--- src/rtl/spi_slave_rx.sv ---
// SPI mode-0 slave: synchronizes cs/sck/mosi into clk, receives bytes into an
// RX FIFO and shifts TX FIFO bytes (or IDLE_BYTE) out on miso, MSB first.
module spi_slave_rx #(
  parameter logic [7:0] IDLE_BYTE   = 8'hFF,
  parameter int         SYNC_STAGES = 2
) (
  input  logic       i_clk,
  input  logic       i_rst_n,
  input  logic       i_cs,
  input  logic       i_sck,
  input  logic       i_mosi,
  output logic       o_miso,
  output logic       o_miso_oe,
  input  logic [7:0] i_din,
  input  logic       i_tx_fifo_empty,
  output logic       o_tx_fifo_rd,
  output logic [7:0] o_dout,
  input  logic       i_rx_fifo_full,
  output logic       o_rx_fifo_wr,
  input  logic       i_clr_err,
  output logic       o_overrun,
  output logic       o_underrun,
  output logic       o_busy
);

  typedef enum logic [1:0] {
    ST_IDLE,
    ST_LOAD,
    ST_SHIFT,
    ST_NEXT
  } state_t;

  logic [SYNC_STAGES-1:0] r_cs_sync;
  logic [SYNC_STAGES-1:0] r_sck_sync;
  logic [SYNC_STAGES-1:0] r_mosi_sync;

  logic r_cs_d;
  logic r_sck_d;
  logic r_cs_fall;
  logic r_cs_rise;
  logic r_sck_rise;
  logic r_sck_fall;
  logic r_mosi_d;

  logic w_cs_s;
  logic w_sck_s;
  logic w_mosi_s;

  state_t     r_state;
  logic [7:0] r_tx_shift;
  logic [7:0] r_rx_shift;
  logic [2:0] r_bit_cnt;
  logic [7:0] r_dout;
  logic       r_tx_rd;
  logic       r_rx_wr;
  logic       r_overrun;
  logic       r_underrun;
  logic       r_busy;
  logic       r_miso_oe;

  logic [7:0] w_rx_byte;

  assign w_cs_s   = r_cs_sync[SYNC_STAGES-1];
  assign w_sck_s  = r_sck_sync[SYNC_STAGES-1];
  assign w_mosi_s = r_mosi_sync[SYNC_STAGES-1];

  always_ff @(posedge i_clk or negedge i_rst_n) begin
    if (!i_rst_n) begin
      r_cs_sync   <= '1;
      r_sck_sync  <= '0;
      r_mosi_sync <= '0;
    end else begin
      r_cs_sync   <= {r_cs_sync[SYNC_STAGES-2:0], i_cs};
      r_sck_sync  <= {r_sck_sync[SYNC_STAGES-2:0], i_sck};
      r_mosi_sync <= {r_mosi_sync[SYNC_STAGES-2:0], i_mosi};
    end
  end

  // Edge pulses are registered; mosi is delayed alongside so it lines up with them.
  always_ff @(posedge i_clk or negedge i_rst_n) begin
    if (!i_rst_n) begin
      r_cs_d     <= 1'b1;
      r_sck_d    <= 1'b0;
      r_cs_fall  <= 1'b0;
      r_cs_rise  <= 1'b0;
      r_sck_rise <= 1'b0;
      r_sck_fall <= 1'b0;
      r_mosi_d   <= 1'b0;
    end else begin
      r_cs_d     <= w_cs_s;
      r_sck_d    <= w_sck_s;
      r_cs_fall  <= r_cs_d & ~w_cs_s;
      r_cs_rise  <= ~r_cs_d & w_cs_s;
      r_sck_rise <= ~r_sck_d & w_sck_s;
      r_sck_fall <= r_sck_d & ~w_sck_s;
      r_mosi_d   <= w_mosi_s;
    end
  end

  assign w_rx_byte = {r_rx_shift[6:0], r_mosi_d};

  always_ff @(posedge i_clk or negedge i_rst_n) begin
    if (!i_rst_n) begin
      r_state    <= ST_IDLE;
      r_tx_shift <= 8'h00;
      r_rx_shift <= 8'h00;
      r_bit_cnt  <= 3'd0;
      r_dout     <= 8'h00;
      r_tx_rd    <= 1'b0;
      r_rx_wr    <= 1'b0;
      r_overrun  <= 1'b0;
      r_underrun <= 1'b0;
      r_busy     <= 1'b0;
      r_miso_oe  <= 1'b0;
    end else begin
      r_tx_rd <= 1'b0;
      r_rx_wr <= 1'b0;
      // Set events assigned later in this block override the clear.
      if (i_clr_err) begin
        r_overrun  <= 1'b0;
        r_underrun <= 1'b0;
      end
      if (r_cs_rise) begin
        r_state    <= ST_IDLE;
        r_bit_cnt  <= 3'd0;
        r_rx_shift <= 8'h00;
        r_busy     <= 1'b0;
        r_miso_oe  <= 1'b0;
      end else begin
        case (r_state)
          ST_IDLE: begin
            if (r_cs_fall) begin
              r_state   <= ST_LOAD;
              r_busy    <= 1'b1;
              r_miso_oe <= 1'b1;
            end
          end
          ST_LOAD: begin
            r_state <= ST_SHIFT;
            if (i_tx_fifo_empty) begin
              r_tx_shift <= IDLE_BYTE;
              r_underrun <= 1'b1;
            end else begin
              r_tx_shift <= i_din;
              r_tx_rd    <= 1'b1;
            end
          end
          ST_SHIFT: begin
            if (r_sck_rise) begin
              r_rx_shift <= w_rx_byte;
              r_bit_cnt  <= r_bit_cnt + 3'd1;
              if (r_bit_cnt == 3'd7) begin
                r_state <= ST_NEXT;
                if (i_rx_fifo_full) begin
                  r_overrun <= 1'b1;
                end else begin
                  r_rx_wr <= 1'b1;
                  r_dout  <= w_rx_byte;
                end
              end
            end else if (r_sck_fall) begin
              r_tx_shift <= {r_tx_shift[6:0], 1'b0};
            end
          end
          ST_NEXT: begin
            // Reload on the trailing edge of bit 8 so the next MSB is ready.
            if (r_sck_fall) begin
              r_state <= ST_SHIFT;
              if (i_tx_fifo_empty) begin
                r_tx_shift <= IDLE_BYTE;
                r_underrun <= 1'b1;
              end else begin
                r_tx_shift <= i_din;
                r_tx_rd    <= 1'b1;
              end
            end
          end
          default: begin
            r_state <= ST_IDLE;
          end
        endcase
      end
    end
  end

  assign o_miso       = r_tx_shift[7];
  assign o_miso_oe    = r_miso_oe;
  assign o_tx_fifo_rd = r_tx_rd;
  assign o_rx_fifo_wr = r_rx_wr;
  assign o_dout       = r_dout;
  assign o_overrun    = r_overrun;
  assign o_underrun   = r_underrun;
  assign o_busy       = r_busy;

endmodule

--- config.mk ---
export PLATFORM = sky130hd
export DESIGN_NAME = spi_slave_rx
export DESIGN_NICKNAME = d
export VERILOG_FILES = /design/src/rtl/spi_slave_rx.sv
export SDC_FILE = /design/constraint.sdc
export NUM_CORES = 1
export LEC_CHECK = 0
export BUFFER_PORTS_ARGS = -buffer_cell sky130_fd_sc_hd__buf_4
export CORE_MARGIN = 2
export CORE_UTILIZATION = 54
export DETAILED_ROUTE_END_ITERATION = 6
export GPL_TIMING_DRIVEN = 0
export HOLD_SLACK_MARGIN = 0.03
export MAX_ROUTING_LAYER = met4
export PLACE_DENSITY = 0.77
export SKIP_CTS_REPAIR_TIMING = 1
export SLEW_MARGIN = 20
export SYNTH_ARGS = -nofsm -noshare
export SYNTH_HDL_FRONTEND = slang
export SYNTH_SLANG_ARGS = --single-unit
--- constraint.sdc ---
create_clock -name i_clk -period 2.13 [get_ports i_clk]
set_input_delay 0.213 -clock i_clk [delete_from_list [all_inputs] [get_ports i_clk]]
set_output_delay 0.213 -clock i_clk [all_outputs]
set_load 0.01 [all_outputs]
After elaboration in Yosys (flattened, before gate mapping)
Cells that the tools add are included.

word-level totals
  bits of input ports = 16
  register bits after elaboration = 46
  output and inout bits = 15
  logic and storage cells = 93

cells by class
  mux-type cells = 40
  bitwise operators = 10
  reduce and logical (&&, ||, !) cells = 11
  equal/unequal tests = 11
  $add $sub $neg = 1

operators with widths
  kind                 number
  $mux 8               4
  $pmux 8 s3           1
  $mux 1               21
  $mux 7               3
  $ne 3x3->1 const B   4
  $mux 2               5
  $reduce_and 5->1     2
  $mux 3               3
  $pmux 2 s4           1
  $reduce_bool 2->1    4
  $ne 2x2->1 const B   3
  $not 1->1            6
  $and 1x1->1          4
  $eq 2x2->1 const B   2
  $pmux 1 s2           2
  $reduce_and 2->1     2
  $reduce_and 4->1     1
  $add 3x1->3 const B  1
  $eq 3x3->1 const B   1
  $reduce_bool 3->1    1
  $eq 2x1->1 const B   1
  $logic_not 2->1      1

Longest topological paths before layout
  depth in word-level cells = 6
  gate-level depth with buffers = 5
  gate-level depth less buffers = 4

Worst setup path after synthesis
No wires, ideal clock.

  path type = reg-to-reg
  from = register r_bit_cnt[0]
  to = register r_dout[0], in the netlist o_dout[0]
  data arrival time = 1.544 ns
  stages on the path, launching flop included = 6
  path slack = 0.461 ns
  setup time = 0.125 ns
  path buffers = 1
  data required time = 2.005 ns
  period minus slack after synthesis = 1.669 ns
  cells stage by stage = dfrtp_1 ha_1 ha_1 or4b_1 buf_4 mux2_4

between the ends
  cells in the longest elaborated chain, start to end = 2

ends and longest elaborated chain
  item                               RTL line  source
  start, declared                    52        logic [2:0] r_bit_cnt;
  start signal, assigned             151       r_bit_cnt <= r_bit_cnt + 3'd1;
  $eq 3x3->1                         152       if (r_bit_cnt == 3'd7) begin
  $reduce_and 5->1 (no source line)  n/a
  end signal, assigned               158       r_dout <= w_rx_byte;
  end, declared                      53        logic [7:0] r_dout;

Every way passes these cells.
A chain may end at the register's enable or synchronous reset.

Worst setup path after layout
  from = register r_bit_cnt[0]
  to = register r_dout[1], in the netlist o_dout[1]

The elaborated chain is that of the path after synthesis.

==> results.py <==
metrics = {
    "setup_path": {
        "crit_slowest_cell": "or4b_1",
        "timing.rr.start": "r_bit_cnt[0]",
        "crit_type": "register to register",
        "arrival_ns": 2.02,
        "crit_required_ns": 2.37,
        "crit_top_cell": "ha_1",
        "crit_chain": "ha_1 -> ha_1 -> or4b_1 -> buf_4 -> mux2_4",
        "r2r_setup_slack_ns": 0.35,
        "crit_fanout": 9,
        "endpoint_kind": "register",
        "ff2ff_path_depth": 5,
        "startpoint_type": "register",
        "reg2reg_to": "o_dout[1]",
        "slowest_delay_ns": 0.43,
    },
    "power_and_ir_drop": {
        "power.density_nw_per_um2": 973,
        "combPwrFrac": 0.278,
        "clockPowerShare": 0.231,
        "p_int_mw": 1.55,
        "p_sw_uw": 638,
        "p_leak_nw": 1.15,
        "seqPwrFrac": 0.492,
        "irDropWorstVdd_v": 0.000645,
        "power_mw": 2.19,
        "swShare": 0.291,
    },
    "flow_run": {
        "drv_cap": 0,
    },
    "place": {
        "detailed_place_hpwl_um": 2120,
        "gp_congestion": 0.704,
        "io_buffers": 29,
    },
    "sta": {
        "fin_crit_ns": 1.78,
        "finalHoldViolations": 0,
        "setup_viol": 0,
        "fmax_mhz": 562,
        "post-route-period-util": 0.835,
        "tns_ns": 0,
        "fin_skew_ns": 0.0127,
        "rsz0062_at_grt": "false",
        "slew_headroom": 0.635,
        "slew_violations": 0,
        "worstMarginPinSlew_ns": 0.548,
    },
    "die": {
        "io_pins": 31,
        "core_um2": 3340,
        "die_width_um": 62.7,
        "fp-row-count": 21,
        "dieArea_um2": 3940,
        "die_h_um": 62.7,
        "start_util": 0.558,
    },
    "detailed_routing": {
        "met2_length_um": 1510,
        "drc_errors": 0,
        "routed_wl_um": 3080,
        "drtAntennaViolNets": 0,
        "top_layer_used": "met4",
        "wl_met3_um": 134,
        "m1WireLength_um": 1420,
        "post_drt_wl_per_cell_um": 13.5,
        "drt-pass1-iter-count": 4,
        "via_per_inst": 5.11,
        "vias": 1166,
        "drt_iter0_drc": 80,
    },
    "logic_synthesis": {
        "synth_cells": 141,
        "avgSynthCellArea_um2": 13.2,
        "synthTopCellsByArea": "dfrtp_1 (58%), mux2_4 (6.4%), mux2i_1 (5.9%), dfstp_2 (4.2%), mux2_2 (4.2%)",
        "syn-cell-area_um2": 1860,
        "yosys_warnings": 0,
        "synth-seq-cells": 46,
        "synth_top_area_share": 0.578,
        "synthTopCellsByCount": "dfrtp_1 (43), nor2_1 (19), mux2i_1 (11)",
        "async_reset_ff_frac": 1.00,
        "synth.largest_area_cell": "dfrtp_1",
        "synth-edff-count": 0,
        "synth_fp_nets": 159,
        "ys.flop_type": "dfrtp_1",
        "yosys.cell_count.top_type": "dfrtp_1",
        "synth_cell_types": 26,
        "ys_seq_area_frac": 0.620,
    },
    "grt": {
        "grt_pass1_vias": 1158,
        "overflow": 0,
        "grt_usage": 0.183,
        "antenna_found_initial": 0,
        "grt_start_max_net_pins": 47,
        "grt_pass1_wl_um": 5400,
    },
    "final_layout": {
        "fin_nets": 199,
        "antenna_cells": 0,
        "areaGrowthSynthToFinish_pct": 21.0,
        "drive_gt1_frac": 0.324,
    },
    "min_path": {
        "hold_path_class": "input port to register",
        "whs_endpoint": "o_overrun",
        "hold_depth": 3,
        "min-delay-start": "i_clr_err",
    },
    "clocking": {
        "clk_pin_slew_ns": 0.13,
        "cts.sinks": 46,
        "clock-root-buffer": "clkbuf_4",
        "cts_tree": "built",
        "clk_latency_ns": 0.35,
        "htree_levels": 2,
        "clock_path_buffers": 2,
        "cts_buffers": 5,
    },
    "run_status": {
        "outcome": "complete, no violations",
    },
}
[cells by family after synthesis]
group                    synth area share
flip-flops                          0.620
AO/OA/AOI/OAI                      0.0531
XOR/XNOR                          0.00470
adder cells (fa/ha/maj)            0.0134
buffers and inverters              0.0342
multiplexers                        0.166
AND/OR/NAND/NOR                     0.109
[per-stage QoR]
step	utilization	cell area, um2	std cells	setup slack (ns)	hold slack [ns]
finish	0.675	2250	228	0.351	0.128
global route	0.675	2250	228	0.297	0.112
CTS	0.663	2210	224	0.346	-0.158
detailed placement	0.641	2140	216	0.366	0.244
global placement	0.641	2140	216	0.394	0.231
floorplan	-	1860	141	0.461	-0.0826
[critical path, delay by kind of cell (launching register included)]
family,cells,cell delay [ns]
flops,1,0.39
fa+ha+maj,2,0.34
mux,1,0.31
buf+inv,1,0.20
simple gates,1,0.43
[worst max path at each step]
stage,endpoint,slack [ns],depth (start not counted),startpoint
floorplan,o_dout[0],0.46,5,r_bit_cnt[0]
global placement,o_dout[0],0.39,5,r_bit_cnt[0]
detailed placement,o_dout[1],0.37,5,r_bit_cnt[0]
CTS,o_dout[1],0.35,5,r_bit_cnt[0]
global route,o_dout[1],0.30,5,r_bit_cnt[0]
finish,o_dout[1],0.35,5,r_bit_cnt[0]
[power groups by stage]
stage                     clock [mW]  sequential [mW]  combinational [mW]
after global routing           0.568             1.09               0.677
after detailed placement           0             1.10               0.607
after floorplan                    0             1.09               0.430
after CTS                      0.524             1.08               0.614
after global placement             0             1.08               0.580
final                          0.506             1.08               0.609
[cells in the final DEF (no fill, tap or decap)]
cell type      instances
a211oi_4               1
a21oi_1                8
a311oi_1               1
a31oi_1                1
a32o_1                 1
buf_2                  3
buf_4                 31
bufinv_16              1
clkbuf_1               6
clkbuf_4               5
dfrtp_1               43
dfstp_2                3
dlygate4sd3_1          4
ha_1                   2
inv_1                  5
mux2_2                 7
mux2_4                 8
mux2i_1               11
nand2b_1               3
nand3_1                1
nand3b_1               2
nor2_1                19
nor2b_1                5
nor3b_1                6
nor4_1                 1
o21ai_0                1
o2bb2ai_1              1
or4b_1                 1
xor2_1                 1
[registers in the layout (all words and copies together) (netlist names), 2 cells and up]
name         count
o_dout           8
r_bit_cnt        3
r_cs_sync        2
r_mosi_sync      2
r_rx_shift       7
r_sck_sync       2
r_state          2
r_tx_shift       8
[final cells by class]
| class | count | area, um2 |
|---|---|---|
| Buffer | 9 | 45.0 |
| Clock buffer | 7 | 45.0 |
| Clock inverter | 1 | 30.0 |
| Fill cell | 257 | 1080 |
| Inverter | 5 | 18.8 |
| Multi-Input combinational cell | 81 | 644 |
| Sequential cell | 46 | 1150 |
| Tap cell | 46 | 57.6 |
| Timing Repair Buffer | 33 | 258 |
[routing by layer]
layer	up-vias	GRT usage
met5	-	-
met4	0	0.0667
met3	2	0.0432
met2	27	0.289
met1	576	0.233
li1	561	-
Note: power is estimated with default switching activity, not from simulation.
